==> src/rtl/fifo_arb_pkg.sv <==
// Shared types and default constants for the FIFO write arbiter.
// Imported by the arbiter top and by its round-robin picker.
package fifo_arb_pkg;

    typedef enum logic {
        IDLE  = 1'b0,
        BURST = 1'b1
    } arb_state_t;

    localparam int DEF_NUM_REQ    = 4;
    localparam int DEF_DATA_WIDTH = 8;
    localparam int DEF_MAX_BURST  = 4;

endpackage

==> src/rtl/fifo_write_arbiter_rr_pick.sv <==
// Round-robin search: the first valid index after i_last, with wrap.
// The search is purely combinational.
module rr_pick
    import fifo_arb_pkg::*;
#(
    parameter int N  = DEF_NUM_REQ,
    parameter int IW = $clog2(N)
) (
    input  logic [N-1:0]  i_valid,
    input  logic [IW-1:0] i_last,
    output logic          o_found,
    output logic [IW-1:0] o_index
);

    logic [IW:0] w_pos;

    // The loop runs from the farthest offset down to the nearest one.
    // The nearest valid requester is assigned last, so it wins.
    always_comb begin
        o_found = 1'b0;
        o_index = '0;
        w_pos   = '0;
        for (int k = N; k >= 1; k--) begin
            w_pos = {1'b0, i_last} + k[IW:0];
            if (w_pos >= (IW+1)'(N)) begin
                w_pos = w_pos - (IW+1)'(N);
            end
            if (i_valid[w_pos[IW-1:0]]) begin
                o_found = 1'b1;
                o_index = w_pos[IW-1:0];
            end
        end
    end

endmodule

==> src/rtl/fifo_write_arbiter.sv <==
// Arbitrates several requesters onto one FIFO write port.
// Each grant is a burst of up to MAX_BURST beats, served in round-robin order.
module fifo_write_arbiter
    import fifo_arb_pkg::*;
#(
    parameter int NUM_REQ    = DEF_NUM_REQ,
    parameter int DATA_WIDTH = DEF_DATA_WIDTH,
    parameter int MAX_BURST  = DEF_MAX_BURST,
    localparam int IW = $clog2(NUM_REQ),
    localparam int BW = $clog2(MAX_BURST) + 1
) (
    input  logic                          w_clk,
    input  logic                          w_rst,
    input  logic [NUM_REQ-1:0]            req_valid,
    input  logic [NUM_REQ*DATA_WIDTH-1:0] req_data,
    output logic [NUM_REQ-1:0]            req_ready,
    input  logic                          fifo_full,
    output logic                          fifo_w_en,
    output logic [DATA_WIDTH-1:0]         fifo_w_data,
    output logic [IW-1:0]                 grant_id,
    output logic                          busy
);

    arb_state_t    r_state;
    logic [IW-1:0] r_grant;
    logic [IW-1:0] r_last;
    logic [BW-1:0] r_beat;

    logic          w_found;
    logic [IW-1:0] w_pick;
    logic          w_burst;
    logic          w_gvalid;
    logic          w_wen;
    logic          w_last_beat;

    rr_pick #(
        .N  (NUM_REQ),
        .IW (IW)
    ) u_pick (
        .i_valid (req_valid),
        .i_last  (r_last),
        .o_found (w_found),
        .o_index (w_pick)
    );

    // Reset gates all outputs so an abandoned burst never writes.
    assign w_burst     = (r_state == BURST) && !w_rst;
    assign w_gvalid    = req_valid[r_grant];
    assign w_wen       = w_burst && w_gvalid && !fifo_full;
    assign w_last_beat = (r_beat == BW'(MAX_BURST - 1));

    assign fifo_w_en = w_wen;
    assign busy      = w_burst;
    assign grant_id  = r_grant;

    always_comb begin
        req_ready = '0;
        if (w_burst) begin
            req_ready[r_grant] = !fifo_full;
        end
    end

    always_comb begin
        fifo_w_data = '0;
        if (w_burst) begin
            fifo_w_data = req_data[r_grant*DATA_WIDTH +: DATA_WIDTH];
        end
    end

    always_ff @(posedge w_clk) begin
        if (w_rst) begin
            r_state <= IDLE;
            r_grant <= '0;
            r_last  <= IW'(NUM_REQ - 1);
            r_beat  <= '0;
        end else begin
            unique case (r_state)
                IDLE: begin
                    if (w_found) begin
                        r_grant <= w_pick;
                        r_beat  <= '0;
                        r_state <= BURST;
                    end
                end
                BURST: begin
                    if (!w_gvalid) begin
                        r_last  <= r_grant;
                        r_state <= IDLE;
                    end else if (!fifo_full) begin
                        r_beat <= r_beat + 1'b1;
                        if (w_last_beat) begin
                            r_last  <= r_grant;
                            r_state <= IDLE;
                        end
                    end
                end
                default: r_state <= IDLE;
            endcase
        end
    end

endmodule

==> config.mk <==
export PLATFORM = sky130hd
export DESIGN_NAME = fifo_write_arbiter
export DESIGN_NICKNAME = d
export VERILOG_FILES = /design/src/rtl/fifo_arb_pkg.sv /design/src/rtl/fifo_write_arbiter_rr_pick.sv /design/src/rtl/fifo_write_arbiter.sv
export SDC_FILE = /design/constraint.sdc
export NUM_CORES = 1
export LEC_CHECK = 0
export BUFFER_PORTS_ARGS = -buffer_cell sky130_fd_sc_hd__buf_2
export CAP_MARGIN = 20
export CORE_ASPECT_RATIO = 0.6
export CORE_UTILIZATION = 25
export CTS_CLUSTER_SIZE = 16
export DETAILED_ROUTE_END_ITERATION = 8
export PLACE_DENSITY_LB_ADDON = 0.08
export SLEW_MARGIN = 20
export SYNTH_ARGS = -nofsm -noshare
export SYNTH_HDL_FRONTEND = slang
export SYNTH_HIERARCHICAL = 1
export SYNTH_SLANG_ARGS = --single-unit
==> constraint.sdc <==
create_clock -name w_clk -period 2.25 [get_ports w_clk]
set_clock_uncertainty 0.2 [all_clocks]
set_input_delay 0.675 -clock w_clk [delete_from_list [all_inputs] [get_ports w_clk]]
set_output_delay 0.675 -clock w_clk [all_outputs]
set_load 0.02 [all_outputs]
=== After elaboration in Yosys (flattened, before gate mapping) ===
Index checks and enable logic that the tools add are counted.

* Bitwise operators: 2
* Mux-type cells: 38
* Equality and inequality tests: 6
* Add/sub/neg operators: 9
* Shifts and indexed selects: 1
* Reduce and logical (&&, ||, !) cells: 9
* Order comparisons: 10

{| class="wikitable"
|+ Operators with widths
! kind !! count
|-
| 32-bit by 6-bit variable part select with 8-bit output || 1
|-
| 2-bit 2-to-1 mux || 11
|-
| 2-bit by 3-bit < comparator with 1-bit output, second input constant || 5
|-
| 1-bit 2-to-1 mux || 14
|-
| 3-bit >= comparator, second input constant || 4
|-
| 1-bit binary-select mux with 2-bit select || 5
|-
| 3-bit 2-to-1 mux || 3
|-
| 8-bit 2-to-1 mux || 1
|-
| 2-bit by 1-bit subtractor with 2-bit output, second input constant || 4
|-
| 2-bit by 2-bit adder with 3-bit output, second input constant || 2
|-
| 2-bit by 1-bit inequality test with 1-bit output, second input constant || 3
|-
| 3-bit case mux with 2 select lines || 1
|-
| 3-bit AND reduction || 2
|-
| 4-bit AND || 1
|-
| 1-bit logical AND || 4
|-
| 4-bit 2-to-1 mux || 1
|-
| 2-bit inequality test, second input constant || 2
|-
| 2-bit by 1-bit adder with 3-bit output, second input constant || 1
|-
| 2-bit by 3-bit adder with 3-bit output, second input constant || 1
|-
| 3-bit by 1-bit adder with 3-bit output, second input constant || 1
|-
| 3-bit by 2-bit equality test with 1-bit output, second input constant || 1
|-
| 1-bit demux with 2-bit select || 1
|-
| 2-bit by 1-bit >= comparator with 1-bit output, second input constant || 1
|-
| 1-bit zero test || 2
|-
| 3 further kinds || 3
|}

* Register bits after elaboration: 8
* Word-level logic and storage cells: 79

=== Logic depth before layout (Yosys ltp) ===
Gate-level depths: netlist of run 1.

* Word-level depth: 11
* Gate-level depth with buffers: 6
* Mapped depth without buffers: 6

=== Hierarchy ===
Netlist of run 1, hierarchy kept.

{| class="wikitable"
|+ By module, submodules not included
! module !! instances !! cells each !! seq. area each (um^2) !! area an instance (um^2)
|-
| fifo_write_arbiter || 1 || 69 || 160.2 || 734.5
|-
| rr_pick || 1 || 14 || 0.0 || 91.3
|}

=== Worst setup path after synthesis of run 1 ===
Ideal clock, no wire load.

* Path kind: in2out
* From: input port w_rst
* To: output port req_ready[1]
* Stages: 3
* Buffers on the path: 1
* Arrival: 1816 ps
* Slack: -441 ps
* Cell sequence: nand2b_1 -> clkbuf_1 -> nor4b_1

* Cells in the longest elaborated chain, start to end: 3

{| class="wikitable"
|+ RTL lines
! what !! RTL line !! text
|-
| start: declaration || fifo_write_arbiter.sv:13 || <nowiki>input logic w_rst,</nowiki>
|-
| 1-bit zero test || fifo_write_arbiter.sv:47 || <nowiki>assign w_burst = (r_state == BURST) && !w_rst;</nowiki>
|-
| 1-bit logical AND || fifo_write_arbiter.sv:47 ||
|-
| 4-bit 2-to-1 mux || fifo_write_arbiter.sv:58 || <nowiki>if (w_burst) begin</nowiki>
|-
| end: declaration || fifo_write_arbiter.sv:16 || <nowiki>output logic [NUM_REQ-1:0] req_ready,</nowiki>
|}

Every way passes these cells.

=== Worst setup path after layout of run 1 ===
* From: input port req_valid[3]
* To: output port fifo_w_en

* Cells in the longest elaborated chain, start to end: 4

{| class="wikitable"
|+ RTL lines
! what !! RTL line !! text
|-
| start: declaration || fifo_write_arbiter.sv:14 || <nowiki>input logic [NUM_REQ-1:0] req_valid,</nowiki>
|-
| 1-bit binary-select mux with 2-bit select || fifo_write_arbiter.sv:48 || <nowiki>assign w_gvalid = req_valid[r_grant];</nowiki>
|-
| 1-bit 2-to-1 mux (implied by the code) || fifo_write_arbiter.sv:48 ||
|-
| 1-bit logical AND (2 in series) || fifo_write_arbiter.sv:49 || <nowiki>assign w_wen = w_burst && w_gvalid && !fifo_full;</nowiki>
|-
| end: declaration || fifo_write_arbiter.sv:18 || <nowiki>output logic fifo_w_en,</nowiki>
|}

Every way passes these cells. The select of a mux whose other input is x is not followed.

==> results of run 1 <==
-- where the power goes --
group / switching (uW) / internal [uW] / total, uW / leakage [uW]
clock network: 53.3 / 116 / 169 / 0.0000216
logic: 129 / 194 / 322 / 0.000623
registers: 18.4 / 154 / 172 / 0.0000663
-- flip-flops by register name, summed over array words and instances (netlist names) --
| register | count |
|---|---|
| r_state | 1 |
| r_beat | 3 |
| grant_id | 2 |
| r_last | 2 |
-- stage by stage --
| stage | cell area, sq um | std cells |
|---|---|---|
| after floorplan | 941 | 83 |
| after global placement | 1330 | 187 |
| after detailed placement | 1330 | 187 |
| after CTS | 1470 | 192 |
| after global routing | 1550 | 192 |
| final | 1550 | 192 |
-- layer usage --
layer  share of wire (%)  routed length, um  vias up  GRT usage (%)
met4                0.83                 21        0           4.62
met3                 6.9                176        2           5.15
met1                  46               1170      430           18.0
met5                   0                  0        -              0
met2                  46               1170       36           24.7
li1                    -                  -      445              -
-- worst paths after layout --
kind | to | slack (ns)
hold / removal | r_beat[2]$_SDFFE_PP0P_ | 0.26
hold reg to reg | r_beat[2]$_SDFFE_PP0P_ | 0.26
setup / recovery | fifo_w_en | -0.20
setup reg to reg | r_beat[1]$_SDFFE_PP0P_ | 0.50
-- area by class of cell --
cell class                      count  area share [%]
Timing Repair Buffer               70            34.7
Clock buffer                        3            2.67
Tap cell                           42            3.39
Multi-Input combinational cell     66            48.0
Inverter                            3           0.727
Sequential cell                     8            10.6
-- kinds of logic after synthesis --
group           count (synthesis)  synth area share, %
buf+inv                         9                 5.30
fa+ha+maj                       2                 3.03
compound gates                  9                 8.48
flops                           8                 19.4
simple gates                   39                 29.1
mux                            16                 34.7
-- cells in the mapped netlist (all sizes together) --
master | instances | area [sq um]
nor4b | 2 | 17.5
nand3b | 2 | 27.5
nor2b | 9 | 56.3
a31oi | 2 | 12.5
nand2b | 5 | 31.3
clkbuf | 3 | 11.3
mux4 | 9 | 214
buf | 3 | 21.3
o221ai | 1 | 15.0
o31ai | 2 | 15.0
nor2 | 10 | 37.5
a21oi | 3 | 18.8
mux2i | 5 | 50.1
nor4 | 1 | 6.26
ha | 2 | 25.0
mux2 | 2 | 22.5
nor3b | 3 | 22.5
nand2 | 2 | 7.51
inv | 3 | 11.3
and3 | 1 | 6.26
dfxtp | 8 | 160
nor4bb | 1 | 10.0
a31o | 1 | 8.76
nand3 | 2 | 10.0
and2b | 1 | 7.51
-- placed cells by master (no fill, tap or decap), types with 2 or more instances in the layout --
cell,Yosys,layout
a21oi_1,2,2
a31oi_1,2,2
buf_12,0,3
buf_2,2,36
buf_4,0,14
buf_6,1,17
clkbuf_8,0,3
dfxtp_1,8,7
ha_1,2,2
inv_1,3,2
mux2_2,2,2
mux2i_1,5,5
mux4_2,6,9
nand2_1,2,2
nand2b_1,5,4
nand3_1,2,2
nor2_1,10,10
nor2b_4,0,8
nor3b_1,3,2
nor4b_4,0,2
o31ai_1,2,2
-- critical path: cells and delay by family --
family        cells  cell delay [ns]
buf+inv           2             0.25
mux               1             0.48
simple gates      1             0.17
-- what timing repair did --
action                                 4_1_cts  5_1_grt
gates resized for setup                     28       19
setup endpoints to repair                   13       13
pin swaps                                    1        1
endpoints found under the hold margin        0        0
buffers inserted                             2        0
cloned                                       0        0
hold buffers                                 0        0
==> reports/results.txt, run 1 <==
TritonCTS clock tree = built
Synth warn = 6
# port buffers = 54
CORE AREA = 3000 sq um
# fillers = 272
Clk slew on worst S/H paths = 0.04 ns
Worst skew pair latency = 0.23 ns
HP Start = r_beat[2]$_SDFFE_PP0P_
Critical Path Slowest Stage Cell = mux4_2
Syn-to-layout area delta = 87.6%
Largest net degree at the start of global routing = 19
Inserted Clock Buffers = 3
Row count = 15
Crit path time final = 2.45 ns
Post-Route Setup TNS = -1.35 ns
Via/cell ratio = 4.76
Hold slack = 0.264 ns
RSZ-0062 raised after global routing = yes
Final Max Tran Viols = 0
Reg2reg start = grant_id[0]$_SDFFE_PP0P_
Worst vdd ir = 0.205 mV
Die Y = 46.5 um
Critical Path RT = 1.37 ns
GRT Total Usage = 14.6%
Via count = 913
Multi-input gate area = 743 sq um
PwrDens = 428 nW/um^2
Mapped Cells = 83
Unique masters post-synth = 29
Yosys reg bits = 8
Share of cells above drive strength 1 = 68.7%
Initial Util = 27.5%
Setup ws final = -0.197 ns
Antenna-violating nets left = 0
Number of clock sinks = 8
Avg Cell Area, Syn = 9.95 sq um
Layout Nets = 193
CP Class = input pin to output port
Mapped Nets = 124
DR pass1 iterations = 4
Worst-Margin Slew = 0.421 ns
Sequential cell area = 164 sq um
Clock Tree Root = clkbuf_8
Vias in the first global route = 842
IO Count = 55
Final core utilization = 51.6%
Final wirelength = 2.53 mm
Design Power = 663 uW
Critical Path End Type = output port
CP arrival = 1.57 ns
N_diodes = 0
Chip width = 76.2 um
CP Launch Type = input pin
Hold Path Depth = 2
DP Wirelength = 1.94 mm
Tcrit/Tclk final = 109%
DR WL/cell = 13.2 um
Final hold vios = 0
Final setup vio count = 12
Die area = 3540 sq um
CP peak stage delay = 0.48 ns
Failing checks = negative setup slack
Worst Path Max Fanout = 2
Crit path cell chain = buf_6 -> mux4_2 -> nor3b_2 -> buf_4
Gpl congestion = 0.749
Max Cap Violations = 0
Initial DRC count = 25
P_leak = 0.000711 uW
Mapped cell area = 826 sq um
Max Root-Sink Buffers = 2
Status = complete, but fails checks
First-pass GRT wire length = 3.95 mm
Fmax = 0.409 GHz
HP Class = flop to flop
Setup WS pre-CTS = -0.218 ns
Max_slew headroom = 71.9%
Total gr overflow = 0
Post-route DRC = 0
H-tree Lvls = 1
Launch point of the worst path = req_valid[3]
Sequential cell area fraction in the yosys report = 19.4%
FF-to-FF path depth = 5
Antenna violations before repair = 0
No activity file was read; power rests on OpenSTA's default activity.
==> run 2, diff against run 1 <==
- SYNTH_HIERARCHICAL: 1 -> not set
==> reports/results.txt, run 2 <==
Post-synth top area cell = mux4_2
Final hold vios = 0 (unchanged)
Max Cap Violations = 0 (unchanged)
P_int = 475 uW (+2.6%)
Commonest cells post-synth = mux4_2, nor2b_1, dfxtp_1, inv_1, nor2_1
Row count = 15 (unchanged)
TritonCTS clock tree = built
Worst-Margin Slew = 0.361 ns (-0.0601 ns)
IO Count = 55 (unchanged)
Unique masters post-synth = 33 (+14%)
Layout Nets = 198 (+2.6%)
Setup ws final = -0.210 ns (-0.0124 ns)
GRT Total Usage = 15.5% (+0.91 points)
P_leak = 0.000698 uW (-1.8%)
Post-route DRC = 0 (unchanged)
Die area = 3460 sq um (-2.3%)
Critical Path RT = 1.37 ns (about the same)
Worst vdd ir = 0.313 mV (+53%)
Via/cell ratio = 4.78 (+0.56%)
Vias in the first global route = 902 (+7.1%)
Prevailing post-synth register cell = dfxtp_1
Antenna violations before repair = 0 (unchanged)
Clock power share = 24.8% (-0.7 points)
Mapped Cells = 83 (unchanged)
# fillers = 287 (+5.5%)
Die Y = 46.0 um (-1.2%)
Inserted Clock Buffers = 3 (unchanged)
Sequential cell area fraction in the yosys report = 19.9% (+0.48 points)
Largest net degree at the start of global routing = 12 (-7)
Post-synth EDFFs = 0 (unchanged)
Hold slack = 0.280 ns (+0.0163 ns)
H-tree Lvls = 1 (unchanged)
Fmax = 0.407 GHz (-0.50%)
Gpl congestion = 0.797 (+6.3%)
Max Root-Sink Buffers = 2 (unchanged)
N_diodes = 0 (unchanged)
DR WL/cell = 13.4 um (+1.8%)
HP Class = flop to flop
Share of the synthesized area in the top cell type = 25.2% (+5.8 points)
Reg2reg start = grant_id[0]$_SDFFE_PP0P_
Critical Path End Type = output port
Syn-to-layout area delta = 93.3%
Design Power = 691 uW (+4.2%)
Combinational share of power = 50.0% (+1.4 points)
Via count = 942 (+3.2%)
PwrDens = 444 nW/um^2 (+3.6%)
Clk slew on worst S/H paths = 0.04 ns (about the same)
Worst skew pair latency = 0.22 ns (about the same)
Total gr overflow = 0 (unchanged)
HP Start = r_beat[0]$_SDFFE_PP0P_
Mapped Nets = 124 (unchanged)
Clock Tree Root = clkbuf_8
Number of clock sinks = 8 (unchanged)
DP Wirelength = 2.08 mm (+7.5%)
Tcrit/Tclk final = 109% (+0.55 points)
CP Launch Type = input pin
CP Class = input pin to output port
Sw Pwr = 216 uW (+7.8%)
Chip width = 75.3 um (-1.2%)
Ys async rst share = 0% (unchanged)
Mapped cell area = 806 sq um (-2.4%)
R2r setup slk = 0.55 ns (+0.05 ns)
Most common cell after layout, fill and taps aside = buf_2
Final Max Tran Viols = 0 (unchanged)
Failing checks = negative setup slack
Yosys reg bits = 8 (unchanged)
Final wirelength = 2.65 mm (+4.4%)
FF-to-FF End = r_beat[1]$_SDFFE_PP0P_
Largest register by flop count = r_beat
Share of cells above drive strength 1 = 69.7% (+1.0 points)
Max_slew headroom = 75.9% (+4.0 points)
CP arrival = 1.58 ns (about the same)
FF-to-FF path depth = 5 (unchanged)
Status = complete, but fails checks
# port buffers = 54 (unchanged)
Max reg flops = 3 (unchanged)
Final setup vio count = 9 (-3)
Antenna-violating nets left = 0 (unchanged)
RSZ-0062 raised after global routing = yes
Crit path time final = 2.46 ns (+0.0124 ns)
Initial DRC count = 10 (-60%)
Min-Delay Endpoint = r_beat[0]$_SDFFE_PP0P_
Sw Share = 31.3% (+1.0 points)
Initial Util = 27.2% (-0.33 points)
CORE AREA = 2970 sq um (-1.3%)
Area contributors post-synth = mux4_2, dfxtp_1, nor2b_1
Most frequent cells in the layout = buf_2, buf_6, buf_4
Part of the power in registers = 25.3% (-0.7 points)
Avg Cell Area, Syn = 9.71 sq um (-2.4%)
Synth warn = 0 (-6)
Worst Path Max Fanout = 2 (unchanged)
DR pass1 iterations = 2 (-2)
First-pass GRT wire length = 3.94 mm (-0.35%)
Hold Path Depth = 1 (-1)
-- run 2: final cells by class --
type | count | area (sq um) | area share (%)
multi-input cells | 63 | 714 | 45.9
well taps | 42 | 52.6 | 3.37
inverters | 7 | 26.3 | 1.69
flip-flops and latches | 8 | 168 | 10.8
repair buffers | 74 | 556 | 35.7
clock buffers | 3 | 41.3 | 2.65
-- run 2: power groups by stage --
stage	Combinational [uW]	Sequential [uW]	Clock [uW]
floorplan	184	173	0
global route	371	177	187
CTS	337	175	176
global placement	263	180	0
detailed placement	269	181	0
finish	345	175	171
-- run 2: how the worst max path moves through the flow --
| stage | from | endpoint | slack (ns) | cells past startpoint |
|---|---|---|---|---|
| 4_1_cts | req_valid[3] | fifo_w_en | -0.21 | 4 |
| 5_1_grt | req_valid[3] | fifo_w_en | -0.23 | 4 |
| 2_1_floorplan | grant_id[0]$_SDFFE_PP0P_ | fifo_w_data[1] | 0.0001 | 4 |
| 3_5_place_dp | req_valid[3] | fifo_w_en | -0.22 | 4 |
| 6_report | req_valid[3] | fifo_w_en | -0.21 | 4 |
| 3_3_place_gp | req_valid[3] | fifo_w_en | -0.22 | 4 |
-- run 2: through the flow --
stage,util (%),TNS (ns),cell area (sq um),cells,setup WS [ns]
floorplan,-,0,911,83,0.000118
global placement,43.1,-1.33,1280,188,-0.221
detailed placement,43.1,-1.46,1280,188,-0.224
CTS,51.2,-1.36,1520,197,-0.209
global route,52.5,-1.67,1560,197,-0.228
finish,52.5,-1.26,1560,197,-0.210
-- run 2: cell families (layout without fill, tap and decap cells) --
group	after synthesis	after routing	share of synthesized area [%]
AOI/OAI and AO/OA	14	14	13.2
DFF	8	8	19.9
muxes	12	12	29.0
adders and majority gates	2	2	3.11
buffers and inverters	13	84	9.63
and+or+nand+nor	34	35	25.2
-- run 2: routing by layer --
layer | track usage, % | wire length (um) | share of wire [%] | vias to the layer above
met5 | 0 | 0 | 0 | -
met3 | 3.98 | 135 | 5.1 | 2
met2 | 26.1 | 1260 | 48 | 27
met1 | 20.3 | 1240 | 47 | 449
met4 | 3.33 | 8 | 0.30 | 0
li1 | - | - | - | 464
-- run 2: timing repair --
action,CTS,global route
gates resized for setup,35,12
setup buffers,5,0
pin swaps,1,0
hold buffers,0,0
endpoints found under the setup margin,14,13
cloned,1,0
endpoints found under the hold margin,0,0
-- run 2: worst max-delay path, stage by stage --
cell and delay [ns]:
buf_6 0.09, mux4_2 0.49, nor3b_2 0.17, buf_4 0.16
